`config.mk`:
```
export PLATFORM = sky130hd
export DESIGN_NAME = cl_note_stream_reader
export DESIGN_NICKNAME = d
export VERILOG_FILES = /design/src/rtl/cl_note_pkg.sv /design/src/rtl/cl_note_fifo.sv /design/src/rtl/cl_note_stream_reader.sv
export SDC_FILE = /design/constraint.sdc
export NUM_CORES = 1
export LEC_CHECK = 0
export CORE_MARGIN = 3
export CORE_UTILIZATION = 35
export DETAILED_ROUTE_END_ITERATION = 10
export GPL_ROUTABILITY_DRIVEN = 0
export HOLD_SLACK_MARGIN = 0.06
export PLACE_DENSITY = 0.57
export SLEW_MARGIN = 20
export SYNTH_ARGS = -nofsm -noshare
export SYNTH_HDL_FRONTEND = slang
export SYNTH_SLANG_ARGS = --single-unit
export TNS_END_PERCENT = 50
```
`constraint.sdc`:
```
create_clock -name clk -period 10.5 [get_ports clk]
set_input_delay 2.1 -clock clk [delete_from_list [all_inputs] [get_ports clk]]
set_output_delay 2.1 -clock clk [all_outputs]
set_load 0.03 [all_outputs]
```
`src/rtl/cl_note_pkg.sv`:
```
// Shared definitions for note metadata words: field positions, tags, the decoded
// note record and the stream-reader FSM states.
package cl_note_pkg;

    localparam int TAG_HI   = 31;
    localparam int TAG_LO   = 29;
    localparam int PITCH_HI = 28;
    localparam int PITCH_LO = 23;
    localparam int STR_HI   = 22;
    localparam int STR_LO   = 20;
    localparam int FRET_HI  = 19;
    localparam int FRET_LO  = 16;
    localparam int TIME_HI  = 15;
    localparam int TIME_LO  = 0;

    localparam logic [2:0] TAG_NOTE = 3'b000;
    localparam logic [2:0] TAG_END  = 3'b111;

    typedef struct packed {
        logic [5:0]  pitch;
        logic [2:0]  strg;
        logic [3:0]  fret;
        logic [15:0] ntime;
    } note_t;

    typedef enum logic [2:0] {
        ST_IDLE,
        ST_FETCH,
        ST_WAIT,
        ST_HOLD,
        ST_DRAIN,
        ST_DONE
    } state_t;

    function automatic logic [2:0] word_tag(input logic [31:0] w);
        return w[TAG_HI:TAG_LO];
    endfunction

    function automatic note_t decode_word(input logic [31:0] w);
        note_t n;
        n.pitch = w[PITCH_HI:PITCH_LO];
        n.strg  = w[STR_HI:STR_LO];
        n.fret  = w[FRET_HI:FRET_LO];
        n.ntime = w[TIME_HI:TIME_LO];
        return n;
    endfunction

endpackage

```
`src/rtl/cl_note_fifo.sv`:
```
// Small synchronous FIFO of decoded notes. A push while full is accepted when a pop
// happens in the same cycle; flush empties the buffer and wins over push/pop.
module cl_note_fifo
    import cl_note_pkg::*;
#(
    parameter int DEPTH = 2
) (
    input  logic  clk,
    input  logic  rst_n,
    input  logic  i_push,
    input  note_t i_data,
    input  logic  i_pop,
    input  logic  i_flush,
    output note_t o_data,
    output logic  o_full,
    output logic  o_empty
);

    localparam int AW = $clog2(DEPTH);

    note_t          r_mem [DEPTH];
    logic  [AW:0]   r_wr;
    logic  [AW:0]   r_rd;
    logic           w_do_push;
    logic           w_do_pop;

    assign w_do_push = i_push && (!o_full || i_pop);
    assign w_do_pop  = i_pop && !o_empty;

    // Extra pointer MSB distinguishes full from empty when the indices match.
    assign o_empty = (r_wr == r_rd);
    assign o_full  = (r_wr[AW] != r_rd[AW]) && (r_wr[AW-1:0] == r_rd[AW-1:0]);
    assign o_data  = r_mem[r_rd[AW-1:0]];

    always_ff @(posedge clk or negedge rst_n) begin
        if (!rst_n) begin
            r_wr <= '0;
            r_rd <= '0;
        end else if (i_flush) begin
            r_wr <= '0;
            r_rd <= '0;
        end else begin
            if (w_do_push) r_wr <= r_wr + 1'b1;
            if (w_do_pop)  r_rd <= r_rd + 1'b1;
        end
    end

    always_ff @(posedge clk) begin
        if (w_do_push && !i_flush) r_mem[r_wr[AW-1:0]] <= i_data;
    end

endmodule

```
`src/rtl/cl_note_stream_reader.sv`:
```
// Playback reader: walks the note metadata BRAM from address 0, decodes note words into
// a FIFO and releases the head note once song time reaches its time minus LOOKAHEAD.
module cl_note_stream_reader
    import cl_note_pkg::*;
#(
    parameter int          LOGSIZE    = 12,
    parameter logic [15:0] LOOKAHEAD  = 16'd0,
    parameter int          FIFO_DEPTH = 2
) (
    input  logic               clk,
    input  logic               rst_n,
    input  logic               start,
    input  logic               loaded,
    input  logic [15:0]        song_time,
    output logic [LOGSIZE-1:0] mem_addr,
    input  logic [31:0]        mem_dout,
    output logic               note_valid,
    input  logic               note_ready,
    output logic [5:0]         note_pitch,
    output logic [2:0]         note_string,
    output logic [3:0]         note_fret,
    output logic [15:0]        note_time,
    output logic               busy,
    output logic               done
);

    state_t             r_state, w_next;
    logic [LOGSIZE-1:0] r_addr, w_addr_next;
    note_t              r_held;
    note_t              w_word, w_head, w_push_data;
    logic [2:0]         w_tag;
    logic               w_push, w_pop, w_flush, w_hold_load, w_advance;
    logic               w_full, w_empty, w_can_push, w_active;
    logic [16:0]        w_lhs, w_rhs;

    assign w_word     = decode_word(mem_dout);
    assign w_tag      = word_tag(mem_dout);
    assign w_active   = (r_state == ST_FETCH) || (r_state == ST_WAIT) ||
                        (r_state == ST_HOLD)  || (r_state == ST_DRAIN);
    assign w_can_push = !w_full || w_pop;

    always_comb begin
        w_next      = r_state;
        w_addr_next = r_addr;
        w_push      = 1'b0;
        w_push_data = w_word;
        w_flush     = 1'b0;
        w_hold_load = 1'b0;
        w_advance   = 1'b0;
        if (start && loaded) begin
            w_next      = ST_FETCH;
            w_addr_next = '0;
            w_flush     = 1'b1;
        end else if (w_active && !loaded) begin
            w_next      = ST_IDLE;
            w_addr_next = '0;
            w_flush     = 1'b1;
        end else begin
            case (r_state)
                ST_FETCH: w_next = ST_WAIT;
                ST_WAIT: begin
                    if (w_tag == TAG_NOTE) begin
                        if (w_can_push) begin
                            w_push    = 1'b1;
                            w_advance = 1'b1;
                        end else begin
                            w_hold_load = 1'b1;
                            w_next      = ST_HOLD;
                        end
                    end else if (w_tag == TAG_END) begin
                        w_next = ST_DRAIN;
                    end else begin
                        w_advance = 1'b1;
                    end
                end
                ST_HOLD: begin
                    w_push_data = r_held;
                    if (w_can_push) begin
                        w_push    = 1'b1;
                        w_advance = 1'b1;
                    end
                end
                ST_DRAIN: if (w_empty) w_next = ST_DONE;
                default: ;
            endcase
            // Running off the top of the BRAM without an end word ends the song.
            if (w_advance) begin
                if (&r_addr) begin
                    w_next = ST_DRAIN;
                end else begin
                    w_addr_next = r_addr + LOGSIZE'(1);
                    w_next      = ST_FETCH;
                end
            end
        end
    end

    always_ff @(posedge clk or negedge rst_n) begin
        if (!rst_n) begin
            r_state <= ST_IDLE;
            r_addr  <= '0;
        end else begin
            r_state <= w_next;
            r_addr  <= w_addr_next;
        end
    end

    always_ff @(posedge clk) begin
        if (w_hold_load) r_held <= w_word;
    end

    cl_note_fifo #(
        .DEPTH (FIFO_DEPTH)
    ) u_fifo (
        .clk     (clk),
        .rst_n   (rst_n),
        .i_push  (w_push),
        .i_data  (w_push_data),
        .i_pop   (w_pop),
        .i_flush (w_flush),
        .o_data  (w_head),
        .o_full  (w_full),
        .o_empty (w_empty)
    );

    // 17-bit compare so a late note near 0xFFFF never wraps into early release.
    assign w_lhs      = {1'b0, w_head.ntime};
    assign w_rhs      = {1'b0, song_time} + {1'b0, LOOKAHEAD};
    assign note_valid = !w_empty && (w_lhs <= w_rhs);
    assign w_pop      = note_valid && note_ready;

    assign note_pitch  = w_empty ? '0 : w_head.pitch;
    assign note_string = w_empty ? '0 : w_head.strg;
    assign note_fret   = w_empty ? '0 : w_head.fret;
    assign note_time   = w_empty ? '0 : w_head.ntime;

    assign mem_addr = r_addr;
    assign busy     = w_active;
    assign done     = (r_state == ST_DONE);

endmodule

```
==> summary.txt <==
Run status
  • Status: finished, final reports clean

Setup path
  • CP required: 8.40 ns
  • Worst Reg-to-Reg Cells: 9
  • CP arrival: 4.79 ns
  • Reg2reg setup slack: 5.88 ns
  • Cell Chain, Critical Path: clkdlybuf4s50_1, inv_1, ha_1, nand4_2, nor4_1, a21boi_0, o31a_1, nor2_1, clkdlybuf4s50_1
  • Family with the most delay on the worst path: buffers and inverters
  • Crit path largest cell delay: 0.63 ns
  • CP most frequent cell: clkdlybuf4s50_1
  • Startpoint Class: input port
  • Critical Path Fanout Max: 4
  • Worst Setup End Kind: output port
  • Crit Reg-Reg Startpoint: u_fifo.r_rd[0]
  • Setup CP Type: input port to output port
  • Bufs and invs on worst path: 3
  • R2R Path End: u_fifo.r_mem[0][7]
  • Critical-path top delay cell: clkdlybuf4s50_1

Floorplan
  • Die area: 15,900 µm²
  • Die Wd: 126 µm
  • Starting Density: 36.1%
  • Core area: 14,000 µm²
  • Ports: 97
  • Num rows: 43
  • Die height: 126 µm

Drt
  • Vias per inst: 5.13
  • DR pass1 iterations: 6
  • Via count: 3,396
  • Post-route DRC: 0
  • WL per Instance: 17.6 µm
  • Detailed Route WL: 11,700 µm
  • Detail Route Antenna Nets: 0
  • DRT iter0 DRCs: 189

GRT
  • Overall routing resource usage: 15.1%
  • Grt ovf: 0
  • Initial antenna violation count: 1
  • Number of global-route vias before repair: 3,539
  • First-pass GRT wire length: 18,600 µm
  • Largest net degree at the start of global routing: 33

Clocking
  • Num CTS Buffers: 9
  • CTS tree: built
  • CTS HTree Levels: 3
  • Sink Count: 106
  • Root buf cell: clkbuf_16
  • Clk_lat worst skew: 0.35 ns
  • Clock buffer depth: 2
  • Cts repair resizes: 0
  • Postcts setup bufs: 0
  • Post-CTS Hold Fix Bufs: 0
  • Clock transition at path regs: 0.07 ns

Worst hold path
  • Hold Path End: mem_addr[11]
  • Hold Path Class: register to register
  • Hold_sp: mem_addr[11]
  • Worst Hold Depth: 2

Placed design
  • Place WS: 3.62 ns
  • Dpl cell area: 6230 µm²
  • Port Buffer Count: 96
  • Post-detail-place hpwl: 7790 µm

Cells and area
  • Area Overhead vs Synth: 29.3%
  • FILL cells: 1,299
  • Layout cells sized above 1: 14.7%
  • Final core utilization: 46.6%
  • # nets final: 548
  • Multi-input gate area: 1860 µm²
  • Ant. Diodes: 0
  • Register area: 3090 µm²
  • Final non-filler cell area: 6530 µm²

Logic synthesis
  • Synthesized Nets: 451
  • Top_reg_cell synth: edfxtp_1
  • Area leader, netlist: edfxtp_1
  • Syn_area_per_cell: 13.2 µm²
  • Area contributors post-synth: edfxtp_1, mux2_2, dfrtp_1
  • Seq/Total Area, Yosys: 61.2%
  • Area of the mapped netlist: 5040 µm²
  • Post-synth EDFFs: 87
  • Post-synthesis cell type count: 45
  • Async SR Flop Fraction: 17.9%
  • Yosys top cell area share: 51.8%
  • Synth warn: 0
  • Post-Syn Instances: 381
  • Synth Register Bits: 106

STA
  • Slew Viols, Final: 0
  • Min cycle time layout: 6.89 ns
  • Rel. slew slack: 26.8%
  • Hold Slack: 0.564 ns
  • Tcrit/Tclk final: 65.7%
  • Clock skew: 0.00966 ns
  • Fmax: 145 MHz
  • Worst Slack Setup Final: 3.61 ns
  • TNS Setup: 0 ns
  • Slew @ Worst Pin: 1.10 ns
  • Final setup vio count: 0
  • RSZ-0062 raised after global routing: false
  • Final Hold Viols: 0

Pwr
  • Leakage power: 2.31 nW
  • VDD IR-drop max: 0.123 mV
  • Power Dens Cells: 204 nW/µm²

Job
  • Max_cap viols: 0
## synthesized netlist by cell type (all sizes together), types with 3 or more instances
| cell | count |
|---|---|
| nor2 | 38 |
| or3 | 4 |
| nand2b | 3 |
| buf | 3 |
| xor2 | 7 |
| nand3 | 5 |
| o21ai | 13 |
| o21a | 18 |
| nand2 | 13 |
| nor2b | 7 |
| xnor2 | 3 |
| clkbuf | 10 |
| a21oi | 12 |
| mux2i | 17 |
| nor4 | 3 |
| ha | 17 |
| nor3 | 10 |
| inv | 20 |
| mux2 | 44 |
| nand4 | 6 |
| dfrtp | 19 |
| edfxtp | 87 |
## area by class of cell
cell class	count	area share (%)
clock buffers	9	3.45
clock inverters	6	1.02
inverters	20	1.15
multi-input cells	242	28.5
flip-flops and latches	106	47.3
well taps	180	3.45
repair buffers	99	15.1
## worst max path at each step
stage	from	endpoint	slack, ns	cells past startpoint
global placement	song_time[13]	note_valid	3.67	9
floorplan	song_time[13]	note_valid	4.68	7
CTS	song_time[13]	note_valid	3.61	9
global route	song_time[13]	note_valid	3.39	9
detailed placement	song_time[15]	note_valid	3.62	9
finish	song_time[13]	note_valid	3.61	9
## state kept, by name, summed over array words and instances (netlist names)
signal	cells
mem_addr	12
r_held	29
r_state	3
u_fifo.r_mem	58
u_fifo.r_rd	2
u_fifo.r_wr	2
## cell usage in the layout, fill, tap and decap left out, types with 2 or more instances in the layout
cell and instances:
nand2b_1 3, nor3_1 8, clkdlybuf4s50_1 96, nor4_1 3
dfrtp_1 18, clkbuf_16 9, nor2b_1 6, nor2_1 35
or3_1 4, o211ai_1 2, nand4_1 5, o21ai_1 2
nand2_1 13, buf_4 3, a21oi_1 12, xnor2_1 3
and3_1 2, inv_1 20, nand3_1 5, ha_1 17
mux2i_1 17, o21a_1 18, nor2_2 2, o21ai_0 11
o31a_1 2, mux2_2 44, edfxtp_1 87, or4_1 2
xor2_1 6
## tightest hold or removal path, cell delays in order, from the launching register on
cell and delay (ns):
dfrtp_1 0.40, nand2_1 0.06, mux2i_1 0.06
## logic make-up after synthesis
group | synth area share, %
compound gates | 7.49
flops | 61.2
mux | 13.2
simple gates | 9.65
buf+inv | 2.50
fa+ha+maj | 4.22
xor+xnor | 1.74
## stage by stage
stage          total power, mW  std cells
6_report                  1.33        662
3_5_place_dp              1.00        647
2_1_floorplan            0.820        381
4_1_cts                   1.35        662
5_1_grt                   1.40        662
3_3_place_gp              1.00        647
## power by group
group / leakage, nW / switching, mW / total [mW] / internal (mW)
logic: 1.12 / 0.274 / 0.473 / 0.198
registers: 1.04 / 0.0359 / 0.519 / 0.483
clock network: 0.141 / 0.153 / 0.338 / 0.185
## per-layer routing
layer  track usage, %  vias up  part of all wire, %
met5                0        -                 0.10
met4             3.91        2                  1.3
met3             6.49       13                  6.5
met2             23.8       92                   46
met1             19.3     1684                   46
li1                 -     1605                    -
Note: power is estimated with default switching activity, not from simulation.
